<file path="src/rtl/dp_bus_master_if.sv">
// dp_bus_master_if: rvsoc memory bus as seen by one initiator.
//   mem_valid  initiator -> responder  transaction request
//   mem_ready  responder -> initiator  1-cycle completion
//   mem_wstrb  initiator -> responder  4'b0000 read, 4'b1111 write
//   mem_addr   initiator -> responder  word-aligned byte address
//   mem_wdata  initiator -> responder  write data
//   mem_rdata  responder -> initiator  read data, valid with mem_valid & mem_ready
interface dp_bus_master_if;
  logic        mem_valid;
  logic        mem_ready;
  logic [3:0]  mem_wstrb;
  logic [31:0] mem_addr;
  logic [31:0] mem_wdata;
  logic [31:0] mem_rdata;

  modport master (
    output mem_valid, mem_wstrb, mem_addr, mem_wdata,
    input  mem_ready, mem_rdata
  );

  modport slave (
    input  mem_valid, mem_wstrb, mem_addr, mem_wdata,
    output mem_ready, mem_rdata
  );
endinterface

</file>
<file path="src/rtl/dp_bus_master.sv">
// dp_bus_master: copy engine that reads COUNT words from a source region and
// writes each one to a destination (fixed register port or incrementing).
// Every word is a read, one idle cycle, a write, one idle cycle.
//
// Ports:
//   clk, reset   clock; asynchronous active-high reset
//   start        1-cycle command strobe, honoured only in IDLE
//   src_addr     source byte address (bits[1:0] ignored)
//   dst_addr     destination byte address (bits[1:0] ignored)
//   count        number of words to copy
//   dst_incr     1: destination advances by 4 per word; 0: fixed
//   busy         high while the copy is on the bus
//   done         1-cycle pulse at end of command
//   err          sticky timeout flag, cleared by the next accepted start
//   words_done   words fully written in the current/last command
//   mem          bus initiator (dp_bus_master_if.master)
//
// Optional feature: define DP_TIMEOUT_EN to abort a transaction whose
// mem_ready has not arrived after TIMEOUT_CYCLES cycles (sets err, ends the
// command with a done pulse). Without it the engine waits forever and err is 0.
module dp_bus_master #(
  parameter int unsigned CNT_W = 16
`ifdef DP_TIMEOUT_EN
  , parameter int unsigned TIMEOUT_CYCLES = 255
`endif
) (
  input  logic                   clk,
  input  logic                   reset,
  input  logic                   start,
  input  logic [31:0]            src_addr,
  input  logic [31:0]            dst_addr,
  input  logic [CNT_W-1:0]       count,
  input  logic                   dst_incr,
  output logic                   busy,
  output logic                   done,
  output logic                   err,
  output logic [CNT_W-1:0]       words_done,
  dp_bus_master_if.master        mem
);

  typedef enum logic [2:0] {
    S_IDLE, S_RD, S_RGAP, S_WR, S_WGAP, S_FIN
  } state_t;

  state_t            state_q, state_d;
  logic [31:0]       src_q, src_d;
  logic [31:0]       dst_q, dst_d;
  logic [CNT_W-1:0]  cnt_q, cnt_d;
  logic              incr_q, incr_d;
  logic [CNT_W-1:0]  words_q, words_d;
  logic              busy_q, busy_d;
  logic              done_q, done_d;
  logic              valid_q, valid_d;
  logic [3:0]        wstrb_q, wstrb_d;
  logic [31:0]       addr_q, addr_d;
  logic [31:0]       wdata_q, wdata_d;

`ifdef DP_TIMEOUT_EN
  localparam int unsigned WAIT_W =
    ($clog2(TIMEOUT_CYCLES) > 8) ? $clog2(TIMEOUT_CYCLES) : 8;
  logic [WAIT_W-1:0] wait_q, wait_d;
  logic              err_q, err_d;
`endif

  // Byte-offset bits of the command addresses are deliberately dropped.
  logic unused_addr_bits;
  assign unused_addr_bits = ^{src_addr[1:0], dst_addr[1:0]};

  always_ff @(posedge clk or posedge reset) begin
    if (reset) begin
      state_q <= S_IDLE;
      src_q   <= '0;
      dst_q   <= '0;
      cnt_q   <= '0;
      incr_q  <= 1'b0;
      words_q <= '0;
      busy_q  <= 1'b0;
      done_q  <= 1'b0;
      valid_q <= 1'b0;
      wstrb_q <= '0;
      addr_q  <= '0;
      wdata_q <= '0;
`ifdef DP_TIMEOUT_EN
      wait_q  <= '0;
      err_q   <= 1'b0;
`endif
    end else begin
      state_q <= state_d;
      src_q   <= src_d;
      dst_q   <= dst_d;
      cnt_q   <= cnt_d;
      incr_q  <= incr_d;
      words_q <= words_d;
      busy_q  <= busy_d;
      done_q  <= done_d;
      valid_q <= valid_d;
      wstrb_q <= wstrb_d;
      addr_q  <= addr_d;
      wdata_q <= wdata_d;
`ifdef DP_TIMEOUT_EN
      wait_q  <= wait_d;
      err_q   <= err_d;
`endif
    end
  end

  // Next-state logic computes the next value of every registered output, so
  // each bus signal changes on the same edge as the state it belongs to.
  always_comb begin
    state_d = state_q;
    src_d   = src_q;
    dst_d   = dst_q;
    cnt_d   = cnt_q;
    incr_d  = incr_q;
    words_d = words_q;
    busy_d  = busy_q;
    done_d  = 1'b0;
    valid_d = valid_q;
    wstrb_d = wstrb_q;
    addr_d  = addr_q;
    wdata_d = wdata_q;
`ifdef DP_TIMEOUT_EN
    wait_d  = '0;
    err_d   = err_q;
`endif

    case (state_q)
      S_IDLE: begin
        if (start) begin
          src_d   = {src_addr[31:2], 2'b00};
          dst_d   = {dst_addr[31:2], 2'b00};
          cnt_d   = count;
          incr_d  = dst_incr;
          words_d = '0;
`ifdef DP_TIMEOUT_EN
          err_d   = 1'b0;
`endif
          if (count != '0) begin
            state_d = S_RD;
            busy_d  = 1'b1;
            valid_d = 1'b1;
            wstrb_d = '0;
            addr_d  = {src_addr[31:2], 2'b00};
          end else begin
            state_d = S_FIN;
            done_d  = 1'b1;
          end
        end
      end

      S_RD: begin
        if (mem.mem_ready) begin
          wdata_d = mem.mem_rdata;
          src_d   = src_q + 32'd4;
          valid_d = 1'b0;
          state_d = S_RGAP;
        end
      end

      S_RGAP: begin
        state_d = S_WR;
        valid_d = 1'b1;
        wstrb_d = '1;
        addr_d  = dst_q;
      end

      S_WR: begin
        if (mem.mem_ready) begin
          words_d = words_q + CNT_W'(1);
          if (incr_q) dst_d = dst_q + 32'd4;
          valid_d = 1'b0;
          wstrb_d = '0;
          state_d = S_WGAP;
        end
      end

      S_WGAP: begin
        if (words_q == cnt_q) begin
          state_d = S_FIN;
          busy_d  = 1'b0;
          done_d  = 1'b1;
        end else begin
          state_d = S_RD;
          valid_d = 1'b1;
          wstrb_d = '0;
          addr_d  = src_q;
        end
      end

      S_FIN: begin
        state_d = S_IDLE;
      end

      default: begin
        state_d = S_IDLE;
        busy_d  = 1'b0;
        valid_d = 1'b0;
        wstrb_d = '0;
      end
    endcase

`ifdef DP_TIMEOUT_EN
    // Abort overrides the case above: the edge that completes the
    // TIMEOUT_CYCLES-th unanswered cycle drops mem_valid and finishes.
    if ((state_q == S_RD || state_q == S_WR) && !mem.mem_ready) begin
      if (wait_q == WAIT_W'(TIMEOUT_CYCLES - 1)) begin
        state_d = S_FIN;
        valid_d = 1'b0;
        wstrb_d = '0;
        busy_d  = 1'b0;
        done_d  = 1'b1;
        err_d   = 1'b1;
      end else begin
        wait_d = wait_q + WAIT_W'(1);
      end
    end
`endif
  end

  assign busy          = busy_q;
  assign done          = done_q;
  assign words_done    = words_q;
  assign mem.mem_valid = valid_q;
  assign mem.mem_wstrb = wstrb_q;
  assign mem.mem_addr  = addr_q;
  assign mem.mem_wdata = wdata_q;
`ifdef DP_TIMEOUT_EN
  assign err           = err_q;
`else
  assign err           = 1'b0;
`endif

endmodule

</file>
<file path="src/flat_wrapper.sv">
// flat-port wrapper written by rule: the top's interface ports become plain ports
module dp_bus_master_flat 
#(
  parameter int unsigned CNT_W = 16

)
  (clk, reset, start, src_addr, dst_addr, count, dst_incr, busy, done, err, words_done, mem_mem_valid, mem_mem_wstrb, mem_mem_addr, mem_mem_wdata, mem_mem_ready, mem_mem_rdata);
  dp_bus_master_if mem_i ();
  input  logic clk;
  input  logic reset;
  input  logic start;
  input  logic [31:0] src_addr;
  input  logic [31:0] dst_addr;
  input  logic [CNT_W-1:0] count;
  input  logic dst_incr;
  output logic busy;
  output logic done;
  output logic err;
  output logic [CNT_W-1:0] words_done;
  output wire logic [$bits(mem_i.mem_valid)-1:0] mem_mem_valid;
  output wire logic [$bits(mem_i.mem_wstrb)-1:0] mem_mem_wstrb;
  output wire logic [$bits(mem_i.mem_addr)-1:0] mem_mem_addr;
  output wire logic [$bits(mem_i.mem_wdata)-1:0] mem_mem_wdata;
  input wire logic [$bits(mem_i.mem_ready)-1:0] mem_mem_ready;
  input wire logic [$bits(mem_i.mem_rdata)-1:0] mem_mem_rdata;
  assign mem_mem_valid = mem_i.mem_valid;
  assign mem_mem_wstrb = mem_i.mem_wstrb;
  assign mem_mem_addr = mem_i.mem_addr;
  assign mem_mem_wdata = mem_i.mem_wdata;
  assign mem_i.mem_ready = mem_mem_ready;
  assign mem_i.mem_rdata = mem_mem_rdata;
  dp_bus_master #(.CNT_W(CNT_W)) u_core (.clk(clk), .reset(reset), .start(start), .src_addr(src_addr), .dst_addr(dst_addr), .count(count), .dst_incr(dst_incr), .busy(busy), .done(done), .err(err), .words_done(words_done), .mem(mem_i));
endmodule
</file>
<file path="config.mk">
export PLATFORM = sky130hd
export DESIGN_NAME = dp_bus_master_flat
export DESIGN_NICKNAME = d
export VERILOG_FILES = /design/src/rtl/dp_bus_master_if.sv /design/src/rtl/dp_bus_master.sv /design/src/flat_wrapper.sv
export SDC_FILE = /design/constraint.sdc
export NUM_CORES = 1
export LEC_CHECK = 0
export ABC_AREA = 1
export CAP_MARGIN = 20
export CORE_MARGIN = 2
export CORE_UTILIZATION = 55
export CTS_CLUSTER_SIZE = 10
export DETAILED_ROUTE_END_ITERATION = 10
export PLACE_DENSITY_LB_ADDON = 0.3
export SETUP_SLACK_MARGIN = 0.1
export SLEW_MARGIN = 15
export SYNTH_ARGS = -nofsm -noshare
export SYNTH_HDL_FRONTEND = slang
export SYNTH_SLANG_ARGS = --single-unit
</file>
<file path="constraint.sdc">
create_clock -name clk -period 13.1 [get_ports clk]
set_input_delay 2.62 -clock clk [delete_from_list [all_inputs] [get_ports clk]]
set_output_delay 2.62 -clock clk [all_outputs]
set_load 0.01 [all_outputs]
</file>
Word-level counts from Yosys, hierarchy flattened
Index checks and enable logic that the tools add are counted.
{ "totals": {"latch_bits": 0, "regBits": 171, "mem_bits_rw": 0, "wordCells": 86, "rom_bits": 0, "mem_count": 0, "out_inout_bits": 88} }
{ "classes": {"add_sub_neg": 3, "n_shift": 0, "div_mod_pow": 0, "muxes": 36, "n_eq_ne": 14, "magnitude_cmp": 0, "reduce_logical": 18, "n_mul": 0, "bitwise": 3} }
{ "op_table": {"columns": ["cell", "count"], "rows": [
  ["$mux 32", 8],
  ["$pmux 32 s2", 2],
  ["$pmux 32 s3", 1],
  ["$add 32x3->32 const B", 2],
  ["$mux 16", 2],
  ["$pmux 16 s2", 1],
  ["$pmux 4 s5", 1],
  ["$add 16x1->16 const B", 1],
  ["$eq 16x16->1", 1],
  ["$mux 4", 4],
  ["$reduce_bool 16->1", 1],
  ["$mux 3", 5],
  ["$pmux 3 s5", 1],
  ["$reduce_and 4->1", 3],
  ["$reduce_and 5->1", 2],
  ["$reduce_and 3->1", 3],
  ["$mux 1", 8],
  ["$ne 2x1->1 const B", 4],
  ["$ne 2x2->1 const B", 4],
  ["$eq 3x2->1 const B", 2],
  ["$eq 3x3->1 const B", 2],
  ["$pmux 1 s5", 1],
  ["$reduce_and 2->1", 2],
  ["$reduce_bool 2->1", 2],
  ["other kinds (8)", 11]
]} }

Logic depth before layout (Yosys ltp)
Gate-level depths: netlist of run 1.
{ "logic_depth": {"ltp_word": 4, "mapped_depth": 12, "depth_no_buf": 12} }

Worst setup path after synthesis of run 1
Ideal clock, no wire load.
{ "synth_timing": {"kind": "input to register", "startpoint": "in count[15]", "endpoint": "reg u_core.addr_q[10], in the netlist u_core.mem.mem_addr[10]", "stages": 9, "path_slack_ns": 9.449, "arrival_ns": 3.524, "required_ns": 12.973, "setup_time_ns": 0.127, "path_cell_list": "nor2_1 nand2_1 nor2_1 nand3_1 nand2_1 nor2_1 nand2_1 clkbuf_2 o21ai_0"} }
{ "synth_between": {"elab_chain_cells": 3} }
{ "synth_rtl": {"columns": ["element", "line_no", "source"], "rows": [
  ["from (decl)", "flat_wrapper.sv:14", "input logic [CNT_W-1:0] count;"],
  ["$reduce_bool 16->1", "dp_bus_master.sv:138", "if (count != '0) begin"],
  ["$ne 2x1->1 (no source line)", null, null],
  ["$reduce_and 4->1 (no source line)", null, null],
  ["to (signal assigned)", "dp_bus_master.sv:98", "addr_q <= addr_d;"],
  ["to (decl)", "dp_bus_master.sv:55", "logic [31:0] addr_q, addr_d;"]
]} }
Every way passes these cells.
A chain may end at the register's enable or synchronous reset.

Final worst setup path of run 1
{ "layout_timing": {"startpoint": "in start", "endpoint": "reg u_core.src_q[22]"} }
{ "layout_between": {"elab_chain_cells": 2} }
{ "layout_rtl": {"columns": ["element", "line_no", "source"], "rows": [
  ["from (decl)", "flat_wrapper.sv:11", "input logic start;"],
  ["$ne 2x2->1 (no source line)", null, null],
  ["$reduce_and 3->1 (no source line)", null, null],
  ["to (signal assigned)", "dp_bus_master.sv:89", "src_q <= src_d;"],
  ["to (decl)", "dp_bus_master.sv:46", "logic [31:0] src_q, src_d;"]
]} }
Every way passes these cells.

==> impl_metrics.py, run 1 <==
metrics = {
    "routing": {
        "ant_nets": 0,
        "vias": 9221,
        "drtIter0Drc": 1097,
        "wire_per_inst_um": 16.3,
        "drt_wl_total_mm": 26.8,
        "route.detailed.drc": 0,
        "drtPass1Iterations": 7,
        "vias_per_cell": 5.63,
    },
    "timing": {
        "setup_viol": 0,
        "fin_skew_ns": 0.00980,
        "slew-limit-headroom": 0.374,
        "fin_crit_ns": 5.01,
        "tightest_slew_ns": 0.935,
        "final-max-slew-violation-count": 0,
        "fmax_mhz": 200,
        "finalSetupTns_ns": 0,
        "min_period_over_period": 0.382,
        "hold_viol_final": 0,
        "rsz0062_at_grt": "false",
        "fin_ws_ns": 8.09,
    },
    "cts": {
        "cts_tree": "done",
        "post_cts_buffers": 0,
        "cts.sinks": 163,
        "clockBufferDepth": 2,
        "cts_hold_buf": 0,
        "path_clk_slew_ns": 0.07,
        "root_buffer": "clkbuf_16",
        "cts_buffers": 17,
        "clock_latency_ns": 0.43,
        "htreeDepth": 4,
        "cts_resized": 0,
    },
    "yosys": {
        "synth_largest_area_cell": "dfrtp_1",
        "synth_area_leaders": "dfrtp_1, nand2_1, o21ai_0, inv_1, nor2_1",
        "synth_cell_type_count": 36,
        "synth_top_area_share": 0.447,
        "syn_area_um2": 9120,
        "ys_ff_latch": 163,
        "synth_warnings": 0,
        "ys_seq_area_frac": 0.447,
        "synth_area_per_cell_um2": 7.41,
        "synth_fp_nets": 1351,
        "synthCells": 1231,
    },
    "power_and_ir_drop": {
        "leakage_nw": 5.23,
        "peakVddDrop_v": 0.000154,
        "p_per_area_nw_per_um2": 236,
    },
    "cells_and_area": {
        "final_common_cell": "nand2_1",
        "layout-drive-gt1-share": 0.0740,
        "finalCoreUtilization": 0.722,
        "final_cell_mix": "nand2_1, clkdlybuf4s50_1, dfrtp_1",
        "antenna_cells": 0,
        "area_growth_pct": 29.8,
        "fin_cells": 1638,
        "nets": 1525,
        "fin_area_um2": 11800,
    },
    "grt": {
        "grt_max_degree": 108,
        "grt_pass1_vias": 8791,
        "grt_overflow": 0,
        "grt_pass1_wl_mm": 43.7,
        "grt_use_total": 0.309,
        "antenna_found_initial": 0,
    },
    "place": {
        "place_ws_ns": 7.70,
        "place_inst": 1605,
        "gp_congestion": 0.943,
        "dp_hpwl_mm": 18.9,
        "io_buffers": 199,
        "placed_area_um2": 11200,
    },
    "critical_path": {
        "critPathCaptureType": "flop",
        "required_ns": 13.48,
        "crit_fanout": 51,
        "crit_type": "in -> reg",
        "arrival_ns": 5.38,
        "crit_path_start_kind": "primary input",
    },
    "die": {
        "start_util": 0.556,
        "num_rows": 47,
        "dieArea_um2": 17600,
        "core_area_um2": 16400,
        "fp.dieH_um": 133,
        "io_pins": 205,
        "fp.dieW_um": 133,
    },
    "job": {
        "cap_viol_max_count": 0,
    },
    "worst_hold_path": {
        "hold_path_class": "reg -> reg",
    },
    "outcome": {
        "status": "finished clean",
    },
}
-- path summary, 6_finish.rpt --
check                                                    from                                   end  slack (ns)  cells after the start
min in group asynchronous                               reset  u_core.mem.mem_wdata[13]$_DFFE_PP0P_        2.61                      2
setup / recovery                                        start          u_core.src_q[22]$_DFFE_PP0P_        8.09                      9
hold / removal             u_core.mem.mem_addr[5]$_DFFE_PP0P_    u_core.mem.mem_addr[5]$_DFFE_PP0P_        0.49                      2
max in group asynchronous                               reset           u_core.dst_q[7]$_DFFE_PP0P_        9.05                      4
hold reg to reg            u_core.mem.mem_addr[5]$_DFFE_PP0P_    u_core.mem.mem_addr[5]$_DFFE_PP0P_        0.49                      2
setup reg to reg                u_core.state_q[1]$_DFFE_PP0P_          u_core.src_q[22]$_DFFE_PP0P_        9.72                     10
-- worst max-delay path: stages --
cell and delay (ns):
clkdlybuf4s50_1 0.46, inv_1 0.08, nor2_4 0.58, inv_2 0.26, nand2_2 0.75, inv_2 0.29
a21oi_1 0.19, o21ai_0 0.09, inv_1 0.06
-- per-layer routing --
metal	part of all wire	up-vias	track usage
met5	0	-	0
met4	0.036	0	0.125
met3	0.079	82	0.0483
met2	0.47	483	0.507
met1	0.41	4251	0.414
li1	-	4405	-
-- power by group --
| part | total, mW | internal (mW) | switching, mW | leakage [nW] |
|---|---|---|---|---|
| Combinational | 1.34 | 0.541 | 0.802 | 2.94 |
| Clock | 0.534 | 0.324 | 0.210 | 0.299 |
| Sequential | 0.924 | 0.738 | 0.186 | 1.99 |
-- registers in the layout (all words and copies together), names as in the netlist --
name and flops:
u_core.busy 1, u_core.cnt_q 16, u_core.done 1, u_core.dst_q 30, u_core.incr_q 1, u_core.mem.mem_addr 31
u_core.mem.mem_valid 1, u_core.mem.mem_wdata 32, u_core.mem.mem_wstrb 1, u_core.src_q 30, u_core.state_q 3, u_core.words_done 16
-- per-stage QoR --
step	power, mW	hold slack, ns
6_report	2.80	0.485
5_1_grt	3.00	0.507
4_1_cts	2.79	0.487
3_5_place_dp	2.25	0.473
3_3_place_gp	2.20	0.459
2_1_floorplan	1.76	0.442
-- final cells by class --
| class | count | area (um^2) |
|---|---|---|
| flip-flops and latches | 163 | 4080 |
| inverters | 133 | 504 |
| multi-input cells | 885 | 4300 |
| well taps | 220 | 275 |
| clock inverters | 13 | 184 |
| fillers | 1319 | 4560 |
| clock buffers | 19 | 443 |
| repair buffers | 205 | 2060 |
-- cells by family (layout without fill, tap and decap cells) --
kind of cell,Yosys count,in the layout,share of synthesized area
xor+xnor,7,7,0.00672
mux,32,32,0.0395
flops,163,163,0.447
fa+ha+maj,3,3,0.00411
other cells,1,1,0.000411
buf+inv,183,370,0.0820
compound gates,264,264,0.156
simple gates,578,578,0.265
-- synth_stat cells (all sizes together) --
| cell | number |
|---|---|
| nor3 | 23 |
| mux2 | 32 |
| a31oi | 2 |
| nand4 | 23 |
| nand2 | 316 |
| or2 | 9 |
| nand3 | 73 |
| a21boi | 1 |
| nor4 | 1 |
| dfrtp | 163 |
| a221oi | 3 |
| ha | 3 |
| a2bb2oi | 1 |
| buf | 30 |
| a22oi | 6 |
| o31ai | 2 |
| xor2 | 7 |
| o22ai | 30 |
| nor2 | 133 |
| a32oi | 1 |
| a21oi | 67 |
| inv | 133 |
| clkbuf | 20 |
| o211ai | 3 |
| o21bai | 2 |
| o21ai | 146 |
| conb | 1 |
(Power assumes the default switching activity.)
==> run 2: changes to the inputs <==
Settings changed: CORE_UTILIZATION 55 to 46.
Clock period 13.1 ns to 4.2 ns, I/O delays scaled along.
==> run 2 against run 1 <==
Against the previous run:
- non-clock buffer count grew 5
- global-route usage decreased by 4.6 points
- die area up 19%
- clock skew shrank 0.0010 ns
- register-to-register slack lost 8.0 ns
- utilization is 11 points lower
- combinational power grew to 3.1 times the previous value
- flip-flop and latch count unchanged
- total power rose to 3.1 times the previous value
- via count shrank 0.55%
- critical endpoint is now u_core.dst_q[10]$_DFFE_PP0P_
- largest cell class unchanged
==> impl_metrics.py, run 2 (synthesis results as in run 1) <==
metrics = {
    "outcome": {
        "status": "finished clean",
    },
    "routing": {
        "drtIter0Drc": 759,
        "wire_per_inst_um": 15.9,
        "vias": 9170,
        "route.detailed.drc": 0,
        "vias_per_cell": 5.43,
        "drt_wl_total_mm": 26.8,
        "ant_nets": 0,
        "drtPass1Iterations": 6,
    },
    "die": {
        "io_pins": 205,
        "core_area_um2": 19500,
        "dieArea_um2": 21000,
        "num_rows": 51,
        "fp.dieW_um": 145,
        "start_util": 0.469,
        "fp.dieH_um": 145,
    },
    "timing": {
        "finalSetupTns_ns": 0,
        "slew-limit-headroom": 0.415,
        "holdWs_ns": 0.481,
        "hold_viol_final": 0,
        "rsz0062_at_grt": "false",
        "setup_viol": 0,
        "min_period_over_period": 0.633,
        "fin_skew_ns": 0.00878,
        "final-max-slew-violation-count": 0,
        "tightest_slew_ns": 0.877,
        "fin_crit_ns": 2.66,
        "fmax_mhz": 376,
    },
    "cells_and_area": {
        "largest_register_ffs": 32,
        "area_growth_pct": 30.8,
        "final_cell_mix": "nand2_1, clkdlybuf4s50_1, dfrtp_1",
        "nets": 1530,
        "antenna_cells": 0,
        "final_common_cell": "nand2_1",
        "fillCellCount": 1757,
        "fin_cells": 1688,
        "layout-drive-gt1-share": 0.0780,
    },
    "power_and_ir_drop": {
        "peakVddDrop_v": 0.000396,
        "leakage_nw": 5.25,
        "total_power_mw": 8.72,
        "p_per_area_nw_per_um2": 730,
    },
    "grt": {
        "grt_pass1_vias": 8442,
        "grt_max_degree": 69,
        "grt_pass1_wl_mm": 42.8,
        "antenna_found_initial": 0,
        "grt_use_total": 0.263,
        "grt_overflow": 0,
    },
    "job": {
        "cap_viol_max_count": 0,
    },
    "place": {
        "gp_congestion": 0.970,
        "io_buffers": 199,
        "place_inst": 1656,
        "dp_hpwl_mm": 19.5,
    },
    "critical_path": {
        "crit_type": "in -> reg",
        "critPathCaptureType": "flop",
        "required_ns": 4.54,
        "crit_fanout": 35,
        "crit_path_start_kind": "primary input",
        "arrival_ns": 3.00,
    },
    "cts": {
        "path_clk_slew_ns": 0.06,
        "cts_hold_buf": 0,
        "cts_buffers": 17,
        "cts_resized": 0,
        "clock_latency_ns": 0.43,
        "cts.sinks": 163,
        "root_buffer": "clkbuf_16",
        "htreeDepth": 4,
        "post_cts_buffers": 0,
        "cts_tree": "done",
        "clockBufferDepth": 2,
    },
    "worst_hold_path": {
        "hold_path_class": "reg -> reg",
    },
}
[run 2: cell types whose count changed in the layout (fill, tap and decap cells not counted)]
cell	change
clkinv_4	-1
buf_4	+4
inv_6	+4
clkbuf_1	-1
nor2_4	+1
clkinv_2	-1
buf_16	-1
bufinv_16	-1
buf_12	+2
nor2_2	-1
[run 2: worst max-delay path, stage by stage]
cell,delay (ns)
clkdlybuf4s50_1,0.54
inv_1,0.08
nand2_1,0.08
nand2_1,0.09
inv_2,0.10
nand2_2,0.33
inv_2,0.57
o21ai_0,0.19
a22oi_1,0.16
[run 2: through the flow]
stage	util	cell area, um^2	setup WS [ns]
after floorplan	-	9130	1.29
after global placement	0.582	11300	1.18
after detailed placement	0.582	11300	1.14
after CTS	0.613	11900	1.55
after global routing	0.613	11900	1.34
final	0.613	11900	1.54
[run 2: layer usage]
layer / GRT usage / wire length (um) / share of wire
met1: 0.363 / 11700 / 0.44
met2: 0.411 / 12200 / 0.46
met3: 0.0428 / 1860 / 0.069
met4: 0.112 / 939 / 0.035
met5: 0 / 0 / 0
[run 2: power by group]
group / internal, mW / switching [mW]
clock: 0.960 / 0.677
combinational: 1.72 / 2.49
sequential: 2.30 / 0.574
[run 2: final timing paths]
| check | from | cells past startpoint | slack [ns] | endpoint |
|---|---|---|---|---|
| worst max-delay path | mem_mem_ready | 9 | 1.54 | u_core.dst_q[10]$_DFFE_PP0P_ |
| worst min-delay path | u_core.incr_q$_DFFE_PP0P_ | 2 | 0.48 | u_core.incr_q$_DFFE_PP0P_ |
| worst max register to register | u_core.state_q[1]$_DFFE_PP0P_ | 10 | 1.71 | u_core.src_q[22]$_DFFE_PP0P_ |
| worst min register to register | u_core.incr_q$_DFFE_PP0P_ | 2 | 0.48 | u_core.incr_q$_DFFE_PP0P_ |
| max in group asynchronous | reset | 3 | 2.44 | u_core.mem.mem_wdata[25]$_DFFE_PP0P_ |
| min in group asynchronous | reset | 2 | 0.93 | u_core.mem.mem_addr[1]$_DFFE_PP0P_ |
[run 2: layout make-up]
class                   instances  area (um^2)  share of cell area
flip-flops and latches        163         4080               0.342
inverters                     133          503              0.0421
well taps                     265          332              0.0278
repair buffers                210         2100               0.176
clock buffers                  18          439              0.0368
multi-input cells             885         4310               0.361
clock inverters                14          176              0.0148
==> run 3: changes to the inputs <==
Clock period 4.2 ns to 2.2 ns, I/O delays scaled along.
==> run 3 against run 2 <==
Against the previous run:
- clock skew rose by 0.0017 ns
- global-route usage rose by 0.41 points
- die area did not move
- critical path depth rose by 3
- first-iteration DRC count fell by 6.6%
- via count rose by 0.21%
- critical path type is now reg -> reg
- highest routed layer unchanged
==> impl_metrics.py, run 3 (synthesis results as in run 1) <==
metrics = {
    "cts": {
        "clockBufferDepth": 2,
        "root_buffer": "clkbuf_16",
        "path_clk_slew_ns": 0.07,
        "htreeDepth": 4,
        "cts.sinks": 163,
        "clock_latency_ns": 0.43,
        "cts_buffers": 17,
        "cts_tree": "done",
        "post_cts_buffers": 0,
    },
    "timing": {
        "fin_crit_ns": 1.91,
        "fin_skew_ns": 0.0105,
        "setup_viol": 0,
        "final-max-slew-violation-count": 0,
        "tightest_slew_ns": 0.576,
        "min_period_over_period": 0.866,
        "finalSetupTns_ns": 0,
        "fmax_mhz": 525,
        "slew-limit-headroom": 0.616,
        "hold_viol_final": 0,
        "fin_ws_ns": 0.294,
        "rsz0062_at_grt": "false",
    },
    "grt": {
        "gr-usage-met2": 0.417,
        "grt_max_degree": 62,
        "grt_overflow": 0,
        "grt_use_total": 0.267,
        "grt_pass1_wl_mm": 43.5,
        "grt_pass1_vias": 8401,
        "busiest_layer": "met2",
        "use_met1": 0.379,
        "antenna_found_initial": 0,
        "met3_usage": 0.0451,
    },
    "cells_and_area": {
        "nets": 1554,
        "area_growth_pct": 33.4,
        "largest_register_ffs": 32,
        "final_cell_mix": "nand2_1, clkdlybuf4s50_1, dfrtp_1",
        "antenna_cells": 0,
        "layout-drive-gt1-share": 0.0968,
        "final_common_cell": "nand2_1",
    },
    "power_and_ir_drop": {
        "p_per_area_nw_per_um2": 1370,
        "peakVddDrop_v": 0.000715,
        "leakage_nw": 5.36,
    },
    "die": {
        "fp.dieH_um": 145,
        "dieArea_um2": 21000,
        "io_pins": 205,
        "fp.dieW_um": 145,
        "start_util": 0.469,
        "core_area_um2": 19500,
        "num_rows": 51,
    },
    "routing": {
        "drt_wl_total_mm": 27.2,
        "ant_nets": 0,
        "vias_per_cell": 5.37,
        "vias": 9189,
        "wire_per_inst_um": 15.9,
        "drtPass1Iterations": 5,
        "drtIter0Drc": 709,
        "route.detailed.drc": 0,
    },
    "critical_path": {
        "critPathCaptureType": "flop",
        "crit_path_start_kind": "flop",
        "crit_fanout": 51,
        "required_ns": 2.58,
        "crit_type": "reg -> reg",
        "arrival_ns": 2.28,
        "r2r-start": "u_core.state_q[0]$_DFFE_PP0P_",
        "worstSetupStartpoint": "u_core.state_q[0]$_DFFE_PP0P_",
    },
    "worst_hold_path": {
        "hold_path_class": "in -> async",
    },
    "job": {
        "cap_viol_max_count": 0,
    },
    "place": {
        "gp_congestion": 0.939,
        "io_buffers": 199,
        "dp_hpwl_mm": 20.1,
        "place_ws_ns": -0.0218,
    },
    "outcome": {
        "status": "finished clean",
    },
}
## run 3: cell count changes in the layout (fill, tap and decap cells not counted), sizes merged
cell / previous run / this run
inv: 137 / 136
bufinv: 3 / 0
buf: 11 / 35
clkinvlp: 3 / 7
## run 3: through the flow
step	instances	hold WS (ns)	power [mW]	cell area, um^2	util
6_report	1712	0.377	16.7	12200	0.625
5_1_grt	1712	0.400	18.0	12200	0.625
4_1_cts	1712	0.379	16.7	12100	0.624
3_5_place_dp	1680	0.461	13.9	11600	0.596
3_3_place_gp	1680	0.456	13.7	11600	0.596
2_1_floorplan	1231	0.442	10.5	9130	-
## run 3: report_power, final
| part | internal [mW] | switching, mW |
|---|---|---|
| sequential | 4.39 | 1.11 |
| combinational | 3.61 | 4.82 |
| clock | 1.48 | 1.30 |
| total | 9.49 | 7.24 |
## run 3: layer usage
metal	part of all wire	vias to the layer above
li1	-	4471
met1	0.45	4323
met2	0.46	344
met3	0.063	51
met4	0.025	0
met5	0	-
## run 3: worst max-delay path: stages, from the launching register on
cell and delay [ns]:
dfrtp_1 0.42, inv_2 0.10, nand2_1 0.10, nor2_2 0.15, inv_2 0.08, nor2_4 0.09
inv_2 0.11, nand2_2 0.11, buf_12 0.23, inv_2 0.16, a21oi_1 0.14, o21ai_0 0.08
inv_1 0.06
## run 3: worst paths after layout
kind                                                          to  slack (ns)  depth (start not counted)
max in group asynchronous       u_core.words_done[5]$_DFFE_PP0P_        1.16                          3
min in group clk                       u_core.incr_q$_DFFE_PP0P_        0.47                          2
worst min register to register         u_core.incr_q$_DFFE_PP0P_        0.47                          2
worst max-delay path                u_core.src_q[22]$_DFFE_PP0P_        0.29                         12
worst max register to register      u_core.src_q[22]$_DFFE_PP0P_        0.29                         12
worst min-delay path            u_core.words_done[1]$_DFFE_PP0P_        0.38                          2
## run 3: final cells by class
cell class | instances | area, um^2
fillers | 1733 | 7290
multi-input cells | 885 | 4330
flip-flops and latches | 163 | 4080
repair buffers | 234 | 2380
inverters | 133 | 503
clock buffers | 18 | 439
well taps | 265 | 332
clock inverters | 14 | 104
## run 3: repair_timing
action / in CTS / in global routing
hold buffers: 0 / 0
hold endpoints to repair: 0 / 0
endpoints found under the setup margin: 0 / 12
resized for setup: 0 / 8
